<file path="src/rtl/fp_pkg.sv">
// Shared constants and FSM state type for the single-precision add/sub back end.
package fp_pkg;

   localparam int unsigned EXP_BIAS  = 127;
   localparam logic [7:0]  EXP_MAX   = 8'hFF;
   localparam int unsigned MAN_W     = 23;
   localparam logic [22:0] QNAN_FRAC = 23'h400000;

   typedef enum logic [1:0] {
      IDLE,
      NORM,
      ROUND,
      DONE
   } state_t;

endpackage

</file>
<file path="src/rtl/fp_round_rne.sv">
// Round-to-nearest-even of a normalized or denormal mantissa using guard/round/sticky.
module fp_round_rne #(
   parameter int unsigned EXP_W = 8,
   parameter int unsigned MAN_W = 23
) (
   input  logic [MAN_W:0] i_man,
   input  logic [2:0]     i_grs,
   input  logic [EXP_W:0] i_exp,
   output logic [MAN_W:0] o_man,
   output logic [EXP_W:0] o_exp,
   output logic           o_inexact
);

   localparam logic [EXP_W:0] L_EXP_ONE = {{EXP_W{1'b0}}, 1'b1};

   logic           w_up;
   logic [MAN_W+1:0] w_sum;

   always_comb begin
      w_up      = i_grs[2] & (i_grs[1] | i_grs[0] | i_man[0]);
      w_sum     = {1'b0, i_man} + {{(MAN_W+1){1'b0}}, w_up};
      o_man     = w_sum[MAN_W:0];
      o_exp     = i_exp;
      o_inexact = |i_grs;
      // A carry out only occurs from all-ones, so the dropped LSB is always zero.
      if (w_sum[MAN_W+1]) begin
         o_man = w_sum[MAN_W+1:1];
         o_exp = i_exp + L_EXP_ONE;
      end else if ((i_exp == '0) && w_sum[MAN_W]) begin
         o_exp = L_EXP_ONE;
      end
   end

endmodule

</file>
<file path="src/rtl/fp_normalize_pack.sv">
// Normalize, round (RNE) and pack an add/sub result into an IEEE-754 single word.
module fp_normalize_pack #(
   parameter int unsigned EXP_W = 8,
   parameter int unsigned MAN_W = 23
) (
   input  logic                   clk,
   input  logic                   rst,
   input  logic                   in_valid,
   output logic                   in_ready,
   input  logic                   in_sign,
   input  logic [EXP_W-1:0]       in_exp,
   input  logic [MAN_W+1:0]       in_man,
   input  logic [2:0]             in_grs,
   output logic                   out_valid,
   input  logic                   out_ready,
   output logic [EXP_W+MAN_W:0]   result,
   output logic                   overflow,
   output logic                   underflow,
   output logic                   zero,
   output logic                   inexact
);

   import fp_pkg::*;

   localparam logic [EXP_W:0]   L_EXP_ONE = {{EXP_W{1'b0}}, 1'b1};
   localparam logic [EXP_W:0]   L_EXP_INF = {1'b0, {EXP_W{1'b1}}};
   localparam logic [MAN_W-1:0] L_QNAN    = {1'b1, {(MAN_W-1){1'b0}}};

   state_t               r_state, w_state_nxt;
   logic                 r_sign, w_sign_nxt;
   logic [EXP_W:0]       r_exp, w_exp_nxt;
   logic [MAN_W+1:0]     r_man, w_man_nxt;
   logic [2:0]           r_grs, w_grs_nxt;
   logic [EXP_W+MAN_W:0] r_result, w_result_nxt;
   logic                 r_ovf, w_ovf_nxt;
   logic                 r_unf, w_unf_nxt;
   logic                 r_zero, w_zero_nxt;
   logic                 r_inx, w_inx_nxt;

   logic [MAN_W:0]       w_rnd_man;
   logic [EXP_W:0]       w_rnd_exp;
   logic                 w_rnd_inexact;
   logic                 w_unused_hidden;

   fp_round_rne #(
      .EXP_W (EXP_W),
      .MAN_W (MAN_W)
   ) u_round (
      .i_man     (r_man[MAN_W:0]),
      .i_grs     (r_grs),
      .i_exp     (r_exp),
      .o_man     (w_rnd_man),
      .o_exp     (w_rnd_exp),
      .o_inexact (w_rnd_inexact)
   );

   assign w_unused_hidden = w_rnd_man[MAN_W];
   assign in_ready        = (r_state == IDLE) & rst;
   assign out_valid       = (r_state == DONE);
   assign result          = r_result;
   assign overflow        = r_ovf;
   assign underflow       = r_unf;
   assign zero            = r_zero;
   assign inexact         = r_inx;

   always_ff @(posedge clk) begin
      if (!rst) begin
         r_state  <= IDLE;
         r_sign   <= 1'b0;
         r_exp    <= '0;
         r_man    <= '0;
         r_grs    <= '0;
         r_result <= '0;
         r_ovf    <= 1'b0;
         r_unf    <= 1'b0;
         r_zero   <= 1'b0;
         r_inx    <= 1'b0;
      end else begin
         r_state  <= w_state_nxt;
         r_sign   <= w_sign_nxt;
         r_exp    <= w_exp_nxt;
         r_man    <= w_man_nxt;
         r_grs    <= w_grs_nxt;
         r_result <= w_result_nxt;
         r_ovf    <= w_ovf_nxt;
         r_unf    <= w_unf_nxt;
         r_zero   <= w_zero_nxt;
         r_inx    <= w_inx_nxt;
      end
   end

   always_comb begin
      w_state_nxt  = r_state;
      w_sign_nxt   = r_sign;
      w_exp_nxt    = r_exp;
      w_man_nxt    = r_man;
      w_grs_nxt    = r_grs;
      w_result_nxt = r_result;
      w_ovf_nxt    = r_ovf;
      w_unf_nxt    = r_unf;
      w_zero_nxt   = r_zero;
      w_inx_nxt    = r_inx;

      unique case (r_state)
         IDLE: begin
            if (in_valid) begin
               w_sign_nxt  = in_sign;
               w_exp_nxt   = {1'b0, in_exp};
               w_man_nxt   = in_man;
               w_grs_nxt   = in_grs;
               w_state_nxt = NORM;
            end
         end

         NORM: begin
            if ((r_man == '0) && (r_grs == '0)) begin
               w_result_nxt = '0;
               w_ovf_nxt    = 1'b0;
               w_unf_nxt    = 1'b0;
               w_zero_nxt   = 1'b1;
               w_inx_nxt    = 1'b0;
               w_state_nxt  = DONE;
            end else if (r_exp == L_EXP_INF) begin
               w_result_nxt = {r_sign, {EXP_W{1'b1}},
                               (r_man[MAN_W-1:0] == '0) ? {MAN_W{1'b0}} : L_QNAN};
               w_ovf_nxt    = 1'b0;
               w_unf_nxt    = 1'b0;
               w_zero_nxt   = 1'b0;
               w_inx_nxt    = 1'b0;
               w_state_nxt  = DONE;
            end else if (r_man[MAN_W+1]) begin
               w_man_nxt   = {1'b0, r_man[MAN_W+1:1]};
               w_grs_nxt   = {r_man[0], r_grs[2], r_grs[1] | r_grs[0]};
               w_exp_nxt   = r_exp + L_EXP_ONE;
               w_state_nxt = ROUND;
            end else if (!r_man[MAN_W]) begin
               // One bit per cycle; the exponent floor of 1 maps onto the denormal encoding.
               if (r_exp > L_EXP_ONE) begin
                  w_man_nxt = {r_man[MAN_W:0], r_grs[2]};
                  w_grs_nxt = {r_grs[1], r_grs[0], 1'b0};
                  w_exp_nxt = r_exp - L_EXP_ONE;
               end else begin
                  w_exp_nxt   = '0;
                  w_state_nxt = ROUND;
               end
            end else begin
               w_state_nxt = ROUND;
            end
         end

         ROUND: begin
            if (w_rnd_exp >= L_EXP_INF) begin
               w_result_nxt = {r_sign, {EXP_W{1'b1}}, {MAN_W{1'b0}}};
               w_ovf_nxt    = 1'b1;
            end else begin
               w_result_nxt = {r_sign, w_rnd_exp[EXP_W-1:0], w_rnd_man[MAN_W-1:0]};
               w_ovf_nxt    = 1'b0;
            end
            w_inx_nxt   = w_rnd_inexact;
            w_unf_nxt   = w_rnd_inexact & (w_rnd_exp == '0);
            w_zero_nxt  = 1'b0;
            w_state_nxt = DONE;
         end

         DONE: begin
            if (out_ready) w_state_nxt = IDLE;
         end

         default: w_state_nxt = IDLE;
      endcase
   end

endmodule

</file>
<file path="config.mk">
export PLATFORM = sky130hd
export DESIGN_NAME = fp_normalize_pack
export DESIGN_NICKNAME = d
export VERILOG_FILES = /design/src/rtl/fp_pkg.sv /design/src/rtl/fp_round_rne.sv /design/src/rtl/fp_normalize_pack.sv
export SDC_FILE = /design/constraint.sdc
export NUM_CORES = 1
export LEC_CHECK = 0
export BUFFER_PORTS_ARGS = -buffer_cell sky130_fd_sc_hd__buf_2
export CORE_MARGIN = 2
export CORE_UTILIZATION = 55
export DETAILED_ROUTE_END_ITERATION = 6
export PLACE_DENSITY_LB_ADDON = 0.1
export SLEW_MARGIN = 20
export SYNTH_ARGS = -nofsm -noshare
export SYNTH_HDL_FRONTEND = slang
export SYNTH_SLANG_ARGS = --single-unit
</file>
<file path="constraint.sdc">
create_clock -name clk -period 4.35 [get_ports clk]
set_clock_uncertainty 0.15 [all_clocks]
set_input_delay 0.435 -clock clk [delete_from_list [all_inputs] [get_ports clk]]
set_output_delay 0.435 -clock clk [all_outputs]
set_load 0.005 [all_outputs]
</file>
==> metrics, run 1 <==
Rows 35; TNS Setup 0 ns; initial antenna violation count 0; n_diodes 0; max incr delay on CP 0.44 ns; Power Density 674 nW/µm²; Period minus WS final 3.65 ns; failing checks DRC; max-slew violation count 0; drt wl/cell 16.7 µm; Slew HR 35.7%; deepest clock path buffer count 2; Post-CTS Resized 0; CTS Hold Bufs 0; reg-to-reg slack, setup 0.70 ns; syn_nets 735; Syn Inst Count 683; area of the multi-input gates 3230 µm²; worst path cell trace ha_1, and3_1, nand3_1, nor2_1, ha_1, inv_1, o311ai_1, a21oi_1, buf_4, o21a_1, buf_4, nor2_1, a211oi_1; Initial DRT Pass Iterations 7; Post-Layout Cell Count 837; Clk pin slew, worst setup/hold paths 0.09 ns; GP Congestion 0.939; die area 10000 µm²; Reg2Reg Depth 13; leakage 2.15 nW; GR Layer Usage met3 3.62%; Final Hold Viols 0; fraction of layout cells with a size suffix above 1 20.0%; count of different cell masters after synthesis 68; Yosys warnings 0; syn avg cell area 7.45 µm²; setup bufs post-CTS 0; TritonCTS clock tree done; DP Worst Slack 0.769 ns; crit path max fanout 38; most frequent cell after synthesis nor2_1; gr ovfl total 0; FILL cells 880; placed insts 821; worst hold start in_sign; async set or reset register ratio after synthesis 0%; Total Wirelength 13900 µm; Synth area leaders dfxtp_1 30%, nor2_1 7.6%, nand2_1 7.0%; fin crit share 83.9%; Vias 5106; # IOs 79; Core Util, Final 61.8%; DP HPWL 10200 µm; global-route wire length before repair 22600 µm; Chip Height 100 µm; PnR worst setup slack 0.701 ns; area leader, netlist dfxtp_1; VDD IR max 0.000446 V; crit path kind flip-flop to flip-flop; fin area 5630 µm²; main flop type after synthesis dfxtp_1; Layout area overhead 10.6%; sequential fraction of the synthesis area 29.9%; Synth top area share 29.9%; crit start category flip-flop; number of H-tree levels 3; Clock Latency Late Sink 0.36 ns; TritonCTS Buffers 9; reg-to-reg endpoint r_man[16]$_SDFFE_PN0P_; Synth top cells by count 103 x nor2_1, 95 x nand2_1, 76 x dfxtp_1; core area 9110 µm²; Final Setup Violations 0; post-route ant nets 0; nets 773; worst hold path type input pin to flip-flop; hold depth 3; RSZ-0062 raised after global routing false; PortBufs 78; Max Freq 0.274 GHz; reg-to-reg startpoint r_exp[0]$_SDFFE_PN0P_; Via-to-Cell Ratio 6.10; met1 Use GR 40.4%; Max-Cap Viols 0; Worst Max-Slew Pin Slew 0.956 ns; Setup crit end kind flip-flop; Crit-path slowest cell o21a_1; DP Area 5400 µm²; Die Wd 100 µm; outcome finished, violations left; DRT iter0 DRCs 429; number of flops mapped to enable cells by yosys 0; busiest metal layer after global routing met2; met2 GRT Util 43.0%; hold worst-path end r_sign$_SDFFE_PN0P_; Sequential Area 1520 µm²; Initial Utilization 55.9%; clock net sink count 76; Critical Path RT 4.47 ns; vias in the first global route 4559; critical path arrival 3.77 ns; Total GRT Usage 27.9%; residual DRC count 2; Synth Register Bits 76; largest net degree at the start of global routing 58; Root Driver clkbuf_8; Netlist Area Pre-Place 5090 µm²
==> worst max-delay path: cells and delay by family (launching register included) <==
kind                     cells  cell delay [ns]
AO/OA/AOI/OAI                4             0.94
adder cells (fa/ha/maj)      2             0.58
buffers and inverters        3             0.77
flip-flops                   1             0.43
AND/OR/NAND/NOR              4             0.69
==> power by group <==
group	internal [W]	switching [W]	total (W)
combinational	0.000743	0.00118	0.00192
clock	0.000326	0.000286	0.000612
sequential	0.000890	0.000371	0.00126
total	0.00196	0.00183	0.00379
==> area by class of cell <==
cell class | count | share of cell area [%]
clock buffer | 9 | 2.20
clock inverter | 7 | 1.76
inverter | 16 | 1.07
multi-input combinational | 531 | 57.3
sequential | 76 | 27.0
tap | 111 | 2.47
timing repair buffer | 87 | 8.14
==> how the worst max path moves through the flow <==
stage	slack [ns]	start	depth (start not counted)	endpoint
6_report	0.70	r_exp[0]$_SDFFE_PN0P_	13	r_man[16]$_SDFFE_PN0P_
5_1_grt	0.37	r_exp[0]$_SDFFE_PN0P_	13	r_man[10]$_SDFFE_PN0P_
4_1_cts	0.75	r_exp[0]$_SDFFE_PN0P_	13	r_man[16]$_SDFFE_PN0P_
3_5_place_dp	0.77	r_exp[0]$_SDFFE_PN0P_	13	r_man[16]$_SDFFE_PN0P_
3_3_place_gp	0.95	r_exp[0]$_SDFFE_PN0P_	13	r_man[16]$_SDFFE_PN0P_
2_1_floorplan	1.43	r_exp[1]$_SDFFE_PN0P_	13	r_man[1]$_SDFFE_PN0P_
==> stage by stage <==
step           total power (W)  hold slack [ns]
2_1_floorplan          0.00273            0.287
4_1_cts                0.00377            0.177
3_5_place_dp           0.00316            0.288
3_3_place_gp           0.00312            0.282
6_report               0.00379            0.177
5_1_grt                0.00409            0.197
==> cells in the final DEF, fill, tap and decap left out, types with 4 or more instances in the layout <==
master,netlist,routed
a21oi_1,65,65
o21ai_0,13,13
ha_1,11,10
dfxtp_1,76,76
nand2b_1,10,10
o21a_1,4,4
xnor2_1,19,19
and2_1,4,4
nand2_1,95,95
buf_4,1,9
a31oi_1,5,5
inv_1,16,16
buf_2,19,78
xor2_1,11,11
nor3_1,12,12
a22oi_1,4,4
o31ai_2,9,9
mux2i_1,10,10
nor2_1,103,103
o211ai_1,6,6
nand3_1,24,24
nor4_1,12,12
a211oi_1,31,31
nand4_1,7,7
clkbuf_8,0,9
o21ai_2,13,13
o221ai_1,6,6
and3_1,4,4
==> logic make-up (layout without fill, tap and decap cells) <==
| kind of cell | after synthesis | after routing | share of synthesized area, % |
|---|---|---|---|
| AND/OR/NAND/NOR | 297 | 297 | 27.9 |
| AO/OA/AOI/OAI | 183 | 183 | 25.7 |
| flip-flops | 76 | 76 | 29.9 |
| buffers and inverters | 76 | 119 | 6.74 |
| XOR/XNOR | 30 | 30 | 5.16 |
| adder cells (fa/ha/maj) | 11 | 11 | 2.71 |
| multiplexers | 10 | 10 | 1.97 |
==> layer usage <==
metal	wire (µm)	vias up
li1	-	2498
met3	964	29
met5	0	-
met1	6560	2337
met4	246	0
met2	6170	242
==> sequential cells by signal, summed over array words and instances (netlist names) <==
register and flops:
result 32, r_man 25, r_exp 9, r_grs 3
r_state 2, inexact 1, overflow 1, r_sign 1
underflow 1, zero 1
Power figures use the tool's default switching activity.
==> inputs of run 2 (changes only) <==
--- a/config.mk
+++ b/config.mk
@@ -7,7 +7,7 @@
 export LEC_CHECK = 0
 export BUFFER_PORTS_ARGS = -buffer_cell sky130_fd_sc_hd__buf_2
 export CORE_MARGIN = 2
-export CORE_UTILIZATION = 55
+export CORE_UTILIZATION = 52
 export DETAILED_ROUTE_END_ITERATION = 6
 export PLACE_DENSITY_LB_ADDON = 0.1
 export SLEW_MARGIN = 20
==> constraint.sdc (replaced) <==
create_clock -name clk -period 3.3 [get_ports clk]
set_clock_uncertainty 0.15 [all_clocks]
set_input_delay 0.33 -clock clk [delete_from_list [all_inputs] [get_ports clk]]
set_output_delay 0.33 -clock clk [all_outputs]
set_load 0.005 [all_outputs]
==> metrics, run 2 (synthesized netlist as in run 1, its figures left out) <==
outcome complete, no violations; global-route wire length before repair 22400 µm; TritonCTS Buffers 9; Root Driver clkbuf_8; Rows 36; gr ovfl total 0; crit path kind flip-flop to flip-flop; Clock Latency Late Sink 0.36 ns; core area 9640 µm²; Post-CTS Resized 0; setup bufs post-CTS 0; post-route ant nets 0; die area 10600 µm²; DP Area 5550 µm²; number of H-tree levels 3; max reg flops 32; fin area 5760 µm²; n_diodes 0; TritonCTS clock tree done; leakage 2.22 nW; PortBufs 78; placed insts 855; CTS Hold Bufs 0; Initial Utilization 52.8%; drt wl/cell 16.3 µm; residual DRC count 0; # IOs 79; VDD IR max 0.000757 V; Critical Path RT 3.38 ns; most common cell after layout, fill and taps aside nor2_1; RSZ-0062 raised after global routing false; Post-Layout Cell Count 871; GP Congestion 0.953; crit start category flip-flop; DP HPWL 10600 µm; Clk pin slew, worst setup/hold paths 0.08 ns; nets 785; worst hold path type input pin to flip-flop; fin crit share 89.7%; FILL cells 955; vias in the first global route 4469; Final Setup Violations 0; Slew HR 58.0%; Max Freq 0.338 GHz; fraction of layout cells with a size suffix above 1 21.1%; Period minus WS final 2.96 ns; Total GRT Usage 27.0%; Setup crit end kind flip-flop; Total Wirelength 14200 µm; Layout area overhead 13.2%; deepest clock path buffer count 2; TNS Setup 0 ns; initial antenna violation count 0; clock net sink count 76; Power Density 881 nW/µm²; critical path arrival 3.05 ns; Max-Cap Viols 0; Worst Max-Slew Pin Slew 0.629 ns; commonest cells after routing, fill and taps aside 103 x nor2_1, 95 x nand2_1, 78 x buf_2; Via-to-Cell Ratio 5.78; largest net degree at the start of global routing 55; Worst Hold Slack 0.0730 ns; Vias 5032; max-slew violation count 0; crit path max fanout 21; Final Hold Viols 0; Initial DRT Pass Iterations 5; Die Wd 103 µm; Chip Height 103 µm; DRT iter0 DRCs 402
[run 2: cell type report]
type	instances	area, µm²	area share, %
clock buffers	13	169	2.93
clock inverters	3	43.8	0.760
inverters	16	60.1	1.04
multi-input cells	531	3230	56.0
flip-flops and latches	76	1520	26.4
well taps	133	166	2.89
repair buffers	99	573	9.95
[run 2: critical path, cell delays in order, from the launching register on]
cell and delay, ns:
dfxtp_1 0.46, and2_1 0.21, ha_1 0.19, nand3_1 0.17
nor2_1 0.34, nand3_1 0.25, nor4_1 0.35, a21oi_2 0.11
o31ai_4 0.30, buf_12 0.22, o31ai_2 0.08
[run 2: metal layers]
metal / wire, µm / track usage [%] / vias to the layer above
met5: 0 / 0 / -
met1: 6610 / 39.7 / 2291
li1: - / - / 2509
met3: 1120 / 4.07 / 22
met2: 6230 / 40.2 / 210
met4: 261 / 9.72 / 0
[run 2: path summary, 6_finish.rpt]
path | startpoint | end | slack (ns) | depth (start not counted)
max | r_grs[2]$_SDFFE_PN0P_ | result[17]$_SDFFE_PN0P_ | 0.34 | 10
min | in_sign | r_sign$_SDFFE_PN0P_ | 0.07 | 3
max reg2reg | r_grs[2]$_SDFFE_PN0P_ | result[17]$_SDFFE_PN0P_ | 0.34 | 10
min reg2reg | result[3]$_SDFFE_PN0P_ | result[3]$_SDFFE_PN0P_ | 0.30 | 2
[run 2: per-stage QoR]
| stage | power (W) | utilization (%) | setup slack, ns |
|---|---|---|---|
| 6_report | 0.00507 | 59.7 | 0.339 |
| 3_3_place_gp | 0.00423 | 57.5 | 0.444 |
| 4_1_cts | 0.00506 | 59.7 | 0.370 |
| 2_1_floorplan | 0.00360 | - | 0.382 |
| 5_1_grt | 0.00548 | 59.7 | 0.149 |
| 3_5_place_dp | 0.00428 | 57.5 | 0.411 |
[run 2: where the power goes]
part / internal, W / total, W / switching (W) / leakage (nW)
clock: 0.000412 / 0.000765 / 0.000353 / 0.110
combinational: 0.00107 / 0.00271 / 0.00164 / 1.49
sequential: 0.00117 / 0.00160 / 0.000422 / 0.622
